**src/rtl/ifu_fetch_pkg.sv**
```systemverilog
// Shared widths, fetch FSM encodings and buffer entry layout for the instruction fetch unit.
package ifu_fetch_pkg;

    localparam int CPU_WIDTH      = 32;
    localparam int INST_WIDTH     = 32;
    localparam int MEM_DATA_WIDTH = 64;
    localparam int MEM_ADDR_WIDTH = 64;

    typedef enum logic [1:0] {
        S_REQ  = 2'd0,
        S_WAIT = 2'd1,
        S_DROP = 2'd2
    } fetch_state_e;

    typedef struct packed {
        logic [CPU_WIDTH-1:0]  pc;
        logic [INST_WIDTH-1:0] inst;
    } buf_entry_t;

    // Memory returns a doubleword; pc[2] picks which 32-bit half holds the instruction.
    function automatic logic [INST_WIDTH-1:0] lane_select(
        input logic [MEM_DATA_WIDTH-1:0] data,
        input logic                      hi
    );
        return hi ? data[63:32] : data[31:0];
    endfunction

    function automatic logic [MEM_ADDR_WIDTH-1:0] dword_addr(input logic [CPU_WIDTH-1:0] pc);
        return {32'h0, pc & ~32'h7};
    endfunction

endpackage

```
**src/rtl/ifu_fetch_if.sv**
```systemverilog
// Bundle of the fetch unit's redirect, memory and instruction channels.
interface ifu_fetch_if;
    import ifu_fetch_pkg::*;

    logic                      redirect_valid;
    logic [CPU_WIDTH-1:0]      redirect_pc;
    logic                      mem_req_valid;
    logic                      mem_req_ready;
    logic [MEM_ADDR_WIDTH-1:0] mem_req_addr;
    logic                      mem_resp_valid;
    logic [MEM_DATA_WIDTH-1:0] mem_resp_data;
    logic                      inst_valid;
    logic                      inst_ready;
    logic [INST_WIDTH-1:0]     inst;
    logic [CPU_WIDTH-1:0]      inst_pc;

    modport master (
        input  redirect_valid, redirect_pc, mem_req_ready, mem_resp_valid, mem_resp_data, inst_ready,
        output mem_req_valid, mem_req_addr, inst_valid, inst, inst_pc
    );

    modport slave (
        output redirect_valid, redirect_pc, mem_req_ready, mem_resp_valid, mem_resp_data, inst_ready,
        input  mem_req_valid, mem_req_addr, inst_valid, inst, inst_pc
    );

endinterface

```
**src/rtl/ifu_fetch_inst_buf.sv**
```systemverilog
// Synchronous FIFO of {pc, inst} entries; flush wins over push and pop.
module ifu_inst_buf
    import ifu_fetch_pkg::*;
#(
    parameter int DEPTH = 2
) (
    input  logic       clk,
    input  logic       rst,
    input  logic       push,
    input  logic       pop,
    input  logic       flush,
    input  buf_entry_t wr_entry,
    output logic       full,
    output logic       empty,
    output buf_entry_t head
);

    localparam int PTR_W = $clog2(DEPTH);

    logic [PTR_W-1:0] rd_ptr;
    logic [PTR_W-1:0] wr_ptr;
    logic [PTR_W:0]   count;
    buf_entry_t       entries [DEPTH];
    logic             do_push;
    logic             do_pop;

    assign full    = (count == (PTR_W+1)'(DEPTH));
    assign empty   = (count == '0);
    assign do_push = push && !full;
    assign do_pop  = pop && !empty;
    assign head    = entries[rd_ptr];

    always_ff @(posedge clk) begin
        if (rst || flush) begin
            rd_ptr <= '0;
            wr_ptr <= '0;
            count  <= '0;
        end else begin
            if (do_push) wr_ptr <= wr_ptr + 1'b1;
            if (do_pop)  rd_ptr <= rd_ptr + 1'b1;
            case ({do_push, do_pop})
                2'b10:   count <= count + 1'b1;
                2'b01:   count <= count - 1'b1;
                default: count <= count;
            endcase
        end
    end

    // Storage needs no reset: an entry is only visible once count covers it.
    always_ff @(posedge clk) begin
        if (do_push) entries[wr_ptr] <= wr_entry;
    end

endmodule

```
**src/rtl/ifu_fetch.sv**
```systemverilog
// Instruction fetch stage: one outstanding doubleword fetch, small instruction buffer, redirect flush.
module ifu_fetch
    import ifu_fetch_pkg::*;
#(
    parameter logic [CPU_WIDTH-1:0] RESET_PC  = 32'h8000_0000,
    parameter int                   BUF_DEPTH = 2
) (
    input  logic       clk,
    input  logic       rst,
    ifu_fetch_if.master bus
);

    fetch_state_e         state;
    fetch_state_e         state_n;
    logic [CPU_WIDTH-1:0] fetch_pc;
    logic [CPU_WIDTH-1:0] fetch_pc_n;
    logic [CPU_WIDTH-1:0] req_pc;
    logic                 req_fire;
    logic                 push;
    logic                 pop;
    logic                 buf_full;
    logic                 buf_empty;
    buf_entry_t           head;
    buf_entry_t           wr_entry;

    // Redirect suppresses issue combinationally so a stale-PC request never leaves.
    assign bus.mem_req_valid = !rst && (state == S_REQ) && !buf_full && !bus.redirect_valid;
    assign bus.mem_req_addr  = dword_addr(fetch_pc);
    assign req_fire          = bus.mem_req_valid && bus.mem_req_ready;

    assign bus.inst_valid = !rst && !buf_empty;
    assign bus.inst       = bus.inst_valid ? head.inst : '0;
    assign bus.inst_pc    = bus.inst_valid ? head.pc   : '0;
    assign pop            = bus.inst_valid && bus.inst_ready;

    assign wr_entry = '{pc: req_pc, inst: lane_select(bus.mem_resp_data, req_pc[2])};

    always_comb begin
        state_n    = state;
        fetch_pc_n = fetch_pc;
        push       = 1'b0;
        if (bus.redirect_valid) begin
            fetch_pc_n = bus.redirect_pc & ~32'h3;
            case (state)
                S_REQ:         state_n = S_REQ;
                S_WAIT,
                S_DROP:        state_n = bus.mem_resp_valid ? S_REQ : S_DROP;
                default:       state_n = S_REQ;
            endcase
        end else begin
            case (state)
                S_REQ: begin
                    if (req_fire) state_n = S_WAIT;
                end
                S_WAIT: begin
                    if (bus.mem_resp_valid) begin
                        push       = 1'b1;
                        fetch_pc_n = req_pc + 32'd4;
                        state_n    = S_REQ;
                    end
                end
                S_DROP: begin
                    if (bus.mem_resp_valid) state_n = S_REQ;
                end
                default: state_n = S_REQ;
            endcase
        end
    end

    always_ff @(posedge clk) begin
        if (rst) begin
            state    <= S_REQ;
            fetch_pc <= RESET_PC;
        end else begin
            state    <= state_n;
            fetch_pc <= fetch_pc_n;
        end
    end

    // PC of the single outstanding request; only read while S_WAIT.
    always_ff @(posedge clk) begin
        if (req_fire) req_pc <= fetch_pc;
    end

    ifu_inst_buf #(
        .DEPTH (BUF_DEPTH)
    ) u_buf (
        .clk      (clk),
        .rst      (rst),
        .push     (push),
        .pop      (pop),
        .flush    (bus.redirect_valid),
        .wr_entry (wr_entry),
        .full     (buf_full),
        .empty    (buf_empty),
        .head     (head)
    );

endmodule

```
**src/flat_wrapper.sv**
```systemverilog
// flat-port wrapper written by rule: the top's interface ports become plain ports
module ifu_fetch_flat import ifu_fetch_pkg::*;
#(
    parameter logic [CPU_WIDTH-1:0] RESET_PC  = 32'h8000_0000,
    parameter int                   BUF_DEPTH = 2
)
  (clk, rst, bus_redirect_valid, bus_redirect_pc, bus_mem_req_ready, bus_mem_resp_valid, bus_mem_resp_data, bus_inst_ready, bus_mem_req_valid, bus_mem_req_addr, bus_inst_valid, bus_inst, bus_inst_pc);
  ifu_fetch_if bus_i ();
  input  logic clk;
  input  logic rst;
  input wire logic [$bits(bus_i.redirect_valid)-1:0] bus_redirect_valid;
  input wire logic [$bits(bus_i.redirect_pc)-1:0] bus_redirect_pc;
  input wire logic [$bits(bus_i.mem_req_ready)-1:0] bus_mem_req_ready;
  input wire logic [$bits(bus_i.mem_resp_valid)-1:0] bus_mem_resp_valid;
  input wire logic [$bits(bus_i.mem_resp_data)-1:0] bus_mem_resp_data;
  input wire logic [$bits(bus_i.inst_ready)-1:0] bus_inst_ready;
  output wire logic [$bits(bus_i.mem_req_valid)-1:0] bus_mem_req_valid;
  output wire logic [$bits(bus_i.mem_req_addr)-1:0] bus_mem_req_addr;
  output wire logic [$bits(bus_i.inst_valid)-1:0] bus_inst_valid;
  output wire logic [$bits(bus_i.inst)-1:0] bus_inst;
  output wire logic [$bits(bus_i.inst_pc)-1:0] bus_inst_pc;
  assign bus_i.redirect_valid = bus_redirect_valid;
  assign bus_i.redirect_pc = bus_redirect_pc;
  assign bus_i.mem_req_ready = bus_mem_req_ready;
  assign bus_i.mem_resp_valid = bus_mem_resp_valid;
  assign bus_i.mem_resp_data = bus_mem_resp_data;
  assign bus_i.inst_ready = bus_inst_ready;
  assign bus_mem_req_valid = bus_i.mem_req_valid;
  assign bus_mem_req_addr = bus_i.mem_req_addr;
  assign bus_inst_valid = bus_i.inst_valid;
  assign bus_inst = bus_i.inst;
  assign bus_inst_pc = bus_i.inst_pc;
  ifu_fetch #(.RESET_PC(RESET_PC), .BUF_DEPTH(BUF_DEPTH)) u_core (.clk(clk), .rst(rst), .bus(bus_i));
endmodule
```
**config.mk**
```make
export PLATFORM = sky130hd
export DESIGN_NAME = ifu_fetch_flat
export DESIGN_NICKNAME = d
export VERILOG_FILES = /design/src/rtl/ifu_fetch_pkg.sv /design/src/rtl/ifu_fetch_if.sv /design/src/rtl/ifu_fetch_inst_buf.sv /design/src/rtl/ifu_fetch.sv /design/src/flat_wrapper.sv
export SDC_FILE = /design/constraint.sdc
export NUM_CORES = 1
export LEC_CHECK = 0
export BUFFER_PORTS_ARGS = -buffer_cell sky130_fd_sc_hd__buf_2
export CAP_MARGIN = 20
export CORE_MARGIN = 5
export CORE_UTILIZATION = 59
export CTS_BUF_LIST = sky130_fd_sc_hd__clkbuf_8
export CTS_CLUSTER_DIAMETER = 40
export DETAILED_ROUTE_END_ITERATION = 16
export PLACE_DENSITY = 0.88
export SYNTH_ARGS = -nofsm -noshare
export SYNTH_HDL_FRONTEND = slang
export SYNTH_SLANG_ARGS = --single-unit
```
**constraint.sdc**
```tcl
create_clock -name clk -period 9.3 [get_ports clk]
set_clock_uncertainty 0.1 [all_clocks]
set_input_delay 1.395 -clock clk [delete_from_list [all_inputs] [get_ports clk]]
set_output_delay 1.395 -clock clk [all_outputs]
set_load 0.02 [all_outputs]
```
======== Yosys cells after proc, flatten, opt, wreduce, memory -nomap -nowiden ========
Memory sizes are Yosys's and may differ from the RTL's. A register that Yosys moved wholly into a read port is not among the register bits.
Index checks and enable logic that the tools add are counted.
cells by class
  $add $sub $neg .......................... 5
  equal/unequal tests ..................... 7
  mux-type cells .......................... 20
  reduce and logical (&&, ||, !) cells .... 23
operator list
  kind                   number
  $mux 32                6
  $add 32x3->32 const B  1
  $mux 2                 5
  $logic_and 1x1->1      8
  $pmux 2 s2             2
  $mux 1                 7
  $eq 2x2->1 const B     3
  $reduce_and 2->1       3
  $reduce_bool 2->1      3
  $eq 2x1->1 const B     2
  $logic_not 1->1        4
  $logic_not 2->1        2
  $reduce_or 2->1        2
  $ne 3x1->1 const B     1
  $ne 3x2->1 const B     1
  $add 1x1->1 const B    2
  $add 2x1->2 const B    1
  $sub 2x1->2 const B    1
  $logic_or 1x1->1       1
word-level totals
  flip-flop bits (word level) ............. 70
  memory bits (writable) .................. 128
  input port bits ......................... 102
  logic and storage cells ................. 63
  memories ................................ 1
memories
  memory                words  bits a word  read ports  clocked after Yosys merged registers in  write ports  RTL line                  RTL
  u_core.u_buf.entries  2      64           1           1                                        1            ifu_fetch_inst_buf.sv:23  buf_entry_t entries [DEPTH];

======== Longest topological paths before layout ========
Gate-level depths: netlist (run 1).
  word-level depth ........................ 8
  depth in mapped cells ................... 9
  gate-level depth less buffers ........... 9

======== Cells and area by module ========
From an unflattened synthesis (run 1), not the netlist that was laid out.
unflattened totals
  cells, all modules ...................... 696
  area, all modules ....................... 9163.8 um^2
modules (own cells, without submodules)
  module        instances  cells an instance  area each (um^2)  seq. area each (um^2)
  ifu_inst_buf  1          226                4829.6            3943.8
  ifu_fetch     1          470                4334.2            1641.6

======== Worst setup path before layout (run 1) ========
No wires, ideal clock.
  kind .................................... input to register
  start point ............................. input port bus_redirect_valid
  end point ............................... memory u_core.u_buf.entries[0][0] in the netlist's numbering, enable pin
  arrival time ............................ 4.495 ns
  required time ........................... 8.714 ns
  path slack .............................. 4.219 ns
  stages .................................. 4
  path buffers ............................ 1
  cell sequence ........................... clkbuf_1 nor2_1 nand2_1 nor2_1
on the way
  word-level cells in the longest chain between the ends .. 4
ends and longest elaborated chain
  element                       RTL line                  RTL
  from (decl)                   flat_wrapper.sv:11        input wire logic [$bits(bus_i.redirect_valid)-1:0] bus_redirect_valid;
  $mux 1                        ifu_fetch.sv:42           if (bus.redirect_valid) begin
  $logic_and 1x1->1             ifu_fetch_inst_buf.sv:29  assign do_push = push && !full;
  $mux 1                        ifu_fetch_inst_buf.sv:51  if (do_push) entries[wr_ptr] <= wr_entry;
  $mux 1 (implied by the code)  ifu_fetch_inst_buf.sv:51
  to (decl)                     ifu_fetch_inst_buf.sv:23
Every way passes these cells.

======== Worst setup path after layout (run 1) ========
  start point ............................. input port rst
  end point ............................... output port bus_inst_pc[20]
on the way
  word-level cells in the longest chain between the ends .. 3
ends and longest elaborated chain
  element            RTL line            RTL
  from (decl)        flat_wrapper.sv:10  input logic rst;
  $logic_not 1->1    ifu_fetch.sv:31     assign bus.inst_valid = !rst && !buf_empty;
  $logic_and 1x1->1  ifu_fetch.sv:31
  $mux 32            ifu_fetch.sv:33     assign bus.inst_pc = bus.inst_valid ? head.pc : '0;
  to (decl)          flat_wrapper.sv:21  output wire logic [$bits(bus_i.inst_pc)-1:0] bus_inst_pc;
Every way passes these cells.

==> impl_metrics.json, run 1 <==
{
  "status": "finished, final reports clean",
  "setup_viol": 0,
  "core-area_um2": 15030,
  "synthAdderAreaFrac_pct": 0.5614,
  "synth_top_cells_by_count": "edfxtp_1, nor2_1, buf_4, mux2i_1, nand2_1",
  "syn_area_per_cell_um2": 12.45,
  "grt_pass1_wl_mm": 27.54,
  "placed_cells": 1037,
  "synth_mux_area_share_pct": 11.23,
  "drt_iter0_drc": 338,
  "power.density_nw_per_um2": 163.8,
  "worstHoldPathCells": 0,
  "grt_max_degree": 65,
  "syn-cell-area_um2": 8915,
  "ys_types": 42,
  "dp.final_hpwl_mm": 11.97,
  "fin_crit_sh_pct": 49.88,
  "ioPinCount": 232,
  "reg2reg_slack_ns": 6.44,
  "wl_per_cell_um": 16.72,
  "yosys_warnings": 0,
  "hold_start": "u_core.fetch_pc[0]$_SDFFE_PP0N_",
  "grt.total_usage_pct": 19.95,
  "hold_end": "u_core.req_pc[0]$_DFFE_PP_",
  "via_per_inst": 5.378,
  "fmax_ghz": 0.2156,
  "synth_top_family_by_area": "multiplexers",
  "rsz0062_at_grt": "false",
  "fp.dieH_um": 132.9,
  "drcViolationCount": 0,
  "cts_made_buffers": 17,
  "r2r-end": "u_core.u_buf.entries[0][30]$_DFFE_PP_",
  "drt_first_pass_iters": 5,
  "timing.hold.ws_ns": 0.3378,
  "die-area_um2": 17670,
  "antenna_cells": 0,
  "grt_overflow_total": 0,
  "slew_headroom_pct": 30.04,
  "ant_nets": 0,
  "critical_path_class": "in -> out",
  "rr_worst_depth": 7,
  "crit_required_ns": 7.81,
  "crit_arrival_ns": 3.14,
  "row_count": 45,
  "syn_inst": 716,
  "maxCapViolations": 0,
  "synth_top_area_cell": "edfxtp_1",
  "tns_ns": 0,
  "clock_sinks": 199,
  "area_growth_pct": 13.64,
  "stdcell_count": 1071,
  "port_buffers": 194,
  "synth_async_sr_flop_share_pct": 0,
  "cts-htree-levels": 4,
  "yosysTopAreaCellShare_pct": 53.89,
  "vias": 5760,
  "fin_nets": 976,
  "postPlaceCellArea_um2": 9678,
  "grt_pass1_vias": 5512,
  "cp-end-kind": "output port",
  "cts_setup_buffers": 0,
  "hp-class": "reg -> reg",
  "critPathLaunchType": "primary input",
  "cp_max_fo": 64,
  "hold_viol": 0,
  "yosysMostFrequentCell": "edfxtp_1",
  "antenna_found_initial": 0,
  "cts_tree": "done",
  "period_minus_slack_ns": 4.639,
  "path_clk_slew_ns": 0.09,
  "synthSimpleGateAreaFrac_pct": 10.69,
  "synth_edf_count": 160,
  "power_leakage_uw": 0.003820,
  "cts_resized": 0,
  "ys_ff_latch": 199,
  "die_x_um": 132.9,
  "synth_area_leaders": "edfxtp_1, dfxtp_1, mux2i_1, buf_4, nor2_1",
  "r2r-start": "u_core.state[1]$_SDFFE_PP0P_",
  "hold_buffers": 0,
  "yosysSeqAreaShare_pct": 62.65,
  "gp_congestion": 0.8030,
  "synthXorXnorAreaFrac_pct": 2.947,
  "clockRootBuffer": "clkbuf_8",
  "insertion_delay_ns": 0.46,
  "final_util_pct": 67.39,
  "ys.flop_type": "edfxtp_1",
  "tightest_slew_ns": 1.049,
  "peakVddDrop_uv": 102.2,
  "cts.path.max_buffers": 2,
  "maxSlewViolCount": 0,
  "stdcell_area_um2": 10130,
  "synth_compound_area_share_pct": 4.449,
  "drive_gt1_share_pct": 31.60,
  "start_util_pct": 59.30,
  "totalWireLength_mm": 17.91
}
## stage by stage
stage	setup WS (ns)	power, uW
final	4.661	1659
after global routing	4.530	1717
after CTS	4.653	1673
after detailed placement	4.637	1113
after global placement	4.667	1108
after floorplan	4.219	1093
## cells by family (layout without fill, tap and decap cells)
logic type	count (synthesis)	count (layout)
simple gates	210	210
xor+xnor	30	30
other cells	1	35
flops	199	199
compound gates	66	66
buf+inv	110	243
fa+ha+maj	4	4
mux	96	96
## report_power, final
group,internal (uW),total [uW],switching (uW)
Clock,276,566,290
Sequential,974,987,13.4
Combinational,42.7,106,63.6
## state kept, by name, indices dropped and copies added, names as in the netlist, named ones only
name / flops
u_core.u_buf.count: 2
u_core.req_pc: 32
u_core.u_buf.rd_ptr: 1
u_core.u_buf.entries: 128
u_core.state: 2
u_core.u_buf.wr_ptr: 1
u_core.fetch_pc: 32
## critical path, stage by stage
cell and delay, ns:
buf_2 0.53, or2_2 0.24, buf_4 0.55, nor2_1 0.17, buf_2 0.20
## placed cells by master (no fill, tap or decap), types with 5 or more instances in the layout
| cell type | synthesis | routed |
|---|---|---|
| clkbuf_8 | 0 | 18 |
| mux2i_1 | 64 | 64 |
| conb_1 | 1 | 35 |
| nor3_1 | 5 | 5 |
| xor2_1 | 11 | 11 |
| inv_1 | 9 | 11 |
| nand4_1 | 7 | 7 |
| buf_2 | 1 | 194 |
| edfxtp_1 | 160 | 160 |
| nand2_1 | 41 | 41 |
| mux2_2 | 32 | 32 |
| nor3_2 | 5 | 5 |
| o22ai_1 | 17 | 17 |
| nand3_1 | 9 | 9 |
| a221oi_1 | 5 | 5 |
| a21oi_1 | 32 | 32 |
| dfxtp_1 | 39 | 38 |
| xnor2_1 | 19 | 19 |
| buf_4 | 64 | 6 |
| nor2_1 | 118 | 117 |
## metal layers
metal | track usage (%) | share of wire, % | vias up
met1 | 25.27 | 42 | 2709
met3 | 4.449 | 7.1 | 23
met5 | 0 | 0 | -
li1 | - | - | 2763
met4 | 8.141 | 1.5 | 0
met2 | 33.32 | 50 | 265
## worst max path at each step
stage / slack [ns] / startpoint / to / cells past startpoint
after floorplan: 4.22 / bus_redirect_valid / u_core.u_buf.entries[0][0]$_DFFE_PP_ / 4
after global placement: 4.67 / rst / bus_inst_pc[15] / 5
after detailed placement: 4.64 / rst / bus_inst_pc[15] / 5
after CTS: 4.65 / rst / bus_inst_pc[15] / 5
after global routing: 4.53 / rst / bus_inst_pc[17] / 5
final: 4.66 / rst / bus_inst_pc[20] / 5
## final cells by class
class,count,area (um2)
fill,1119,4902
clock inverter,14,172.7
sequential,199,5589
clock buffer,18,247.7
timing repair buffer,202,1049
inverter,9,33.78
tap,188,235.2
multi-input combinational,441,2804
No activity file was read; power rests on OpenSTA's default activity.
==> run 2, diff against run 1 <==
- CORE_UTILIZATION: 59 -> 55
- PLACE_DENSITY: 0.88 -> 0.83
- clock period: 9.3 -> 4.6 ns (I/O delays scaled with it)
==> impl_metrics.json, run 2 (synthesized netlist as in run 1, its figures left out) <==
{
  "status": "finished, final reports clean",
  "fin_crit_sh_pct": 72.72,
  "via_per_inst": 5.222,
  "maxSlewViolCount": 0,
  "hold_end": "u_core.req_pc[2]$_DFFE_PP_",
  "area_growth_pct": 14.46,
  "grt_pass1_vias": 5604,
  "cts_resized": 0,
  "p_sw_uw": 735.2,
  "clockRootBuffer": "clkbuf_8",
  "die_x_um": 137.3,
  "gp_congestion": 0.8042,
  "reg.largest.list": "u_core.u_buf.entries (128), u_core.fetch_pc (32), u_core.req_pc (32)",
  "drive_gt1_share_pct": 31.48,
  "fin_nets": 976,
  "cts_tree": "done",
  "cp-end-kind": "output port",
  "critPathLaunchType": "primary input",
  "intPower_uw": 2696,
  "antenna_found_initial": 1,
  "hold_viol": 0,
  "path_clk_slew_ns": 0.09,
  "grt_max_degree": 65,
  "vias": 5739,
  "cp_max_fo": 46,
  "rsz0062_at_grt": "false",
  "slew_headroom_pct": 29.81,
  "antenna_cells": 0,
  "crit_required_ns": 3.81,
  "power_leakage_uw": 0.003841,
  "seq_power_share_pct": 58.2,
  "cts_setup_buffers": 0,
  "hold_buffers": 0,
  "drt_first_pass_iters": 4,
  "r2r-end": "u_core.u_buf.entries[0][11]$_DFFE_PP_",
  "timing.hold.ws_ns": 0.3302,
  "hold_start": "u_core.fetch_pc[2]$_SDFFE_PP0P_",
  "totalWireLength_mm": 18.44,
  "clkPwrFrac_pct": 35.5,
  "period_minus_slack_ns": 3.345,
  "cts-htree-levels": 4,
  "critical_path_class": "in -> out",
  "core-area_um2": 15890,
  "drt_iter0_drc": 268,
  "die-area_um2": 18860,
  "tns_ns": 0,
  "maxCapViolations": 0,
  "rr_worst_depth": 6,
  "hp-class": "reg -> reg",
  "grt.total_usage_pct": 19.64,
  "cp-startpoint": "rst",
  "power.total_uw": 3431,
  "setup_viol": 0,
  "swShare_pct": 21.43,
  "clock_sinks": 199,
  "insertion_delay_ns": 0.46,
  "fp.dieH_um": 137.3,
  "ioPinCount": 232,
  "dp.final_hpwl_mm": 12.29,
  "cts_made_buffers": 17,
  "reg2reg_slack_ns": 1.70,
  "final_util_pct": 64.23,
  "grt_overflow_total": 0,
  "layout_commonest_cell": "buf_2",
  "top_register": "u_core.u_buf.entries",
  "start_util_pct": 56.12,
  "pwr-share-comb_pct": 6.3,
  "row_count": 46,
  "largest_reg_flops": 128,
  "worstHoldPathCells": 0,
  "cts.path.max_buffers": 2,
  "port_buffers": 194,
  "drcViolationCount": 0,
  "peakVddDrop_uv": 170.7,
  "crit_arrival_ns": 2.56,
  "tightest_slew_ns": 1.043,
  "final_cell_mix": "buf_2, edfxtp_1, nor2_1",
  "power.density_nw_per_um2": 336.3,
  "fmax_ghz": 0.2989,
  "wl_per_cell_um": 16.78,
  "ant_nets": 0,
  "grt_pass1_wl_mm": 28.23,
  "r2r-start": "u_core.state[0]$_SDFFE_PP0P_"
}
## run 2: cell count changes in the layout (fill, tap and decap cells not counted)
| cell | before | now |
|---|---|---|
| buf_12 | 0 | 1 |
| bufinv_16 | 3 | 5 |
| clkbuf_2 | 1 | 0 |
| clkbuf_8 | 18 | 17 |
| clkinv_1 | 0 | 1 |
| clkinv_2 | 1 | 3 |
| clkinv_4 | 0 | 1 |
| clkinvlp_4 | 4 | 2 |
| inv_6 | 2 | 1 |
| inv_8 | 2 | 0 |
## run 2: stage by stage
stage / area (um2) / worst slack (ns) / instances
floorplan: 9042 / 0.2239 / 750
global placement: 9733 / 1.226 / 1066
detailed placement: 9733 / 1.214 / 1066
CTS: 10180 / 1.217 / 1098
global route: 10200 / 1.056 / 1099
finish: 10200 / 1.255 / 1099
## run 2: power groups by stage
stage | clock network, uW | logic [uW] | registers (uW)
3_5_place_dp | 0 | 214 | 2040
2_1_floorplan | 0 | 180 | 2030
4_1_cts | 1240 | 215 | 2000
5_1_grt | 1310 | 236 | 2000
3_3_place_gp | 0 | 209 | 2040
6_report | 1220 | 215 | 2000
## run 2: worst max path at each step
| stage | end | slack (ns) | cells after the start |
|---|---|---|---|
| 3_5_place_dp | bus_inst_pc[12] | 1.21 | 5 |
| 4_1_cts | bus_inst_pc[12] | 1.22 | 5 |
| 6_report | bus_inst[11] | 1.25 | 5 |
| 2_1_floorplan | u_core.u_buf.entries[0][0]$_DFFE_PP_ | 0.22 | 4 |
| 3_3_place_gp | bus_inst[11] | 1.23 | 5 |
| 5_1_grt | bus_inst_pc[12] | 1.06 | 5 |
## run 2: area by class of cell
| class | instances | area [um2] |
|---|---|---|
| multi-input combinational | 441 | 2804 |
| timing repair buffer | 202 | 1064 |
| sequential | 199 | 5589 |
| inverter | 9 | 33.78 |
| fill | 1251 | 5682 |
| clock buffer | 17 | 234.0 |
| clock inverter | 15 | 209.0 |
| tap | 216 | 270.3 |
## run 2: critical path, cell delays in order
cell and delay, ns:
buf_2 0.54, or2_2 0.50, buf_4 0.49, nor2_1 0.12
buf_2 0.18
## run 2: routing by layer
metal	track usage (%)	wire [um]	vias to the layer above	share of wire (%)
li1	-	-	2769	-
met1	24.96	7816	2725	42
met2	32.48	8881	210	48
met3	4.675	1288	33	7.0
met4	8.093	443	2	2.4
met5	0	13	-	0.070
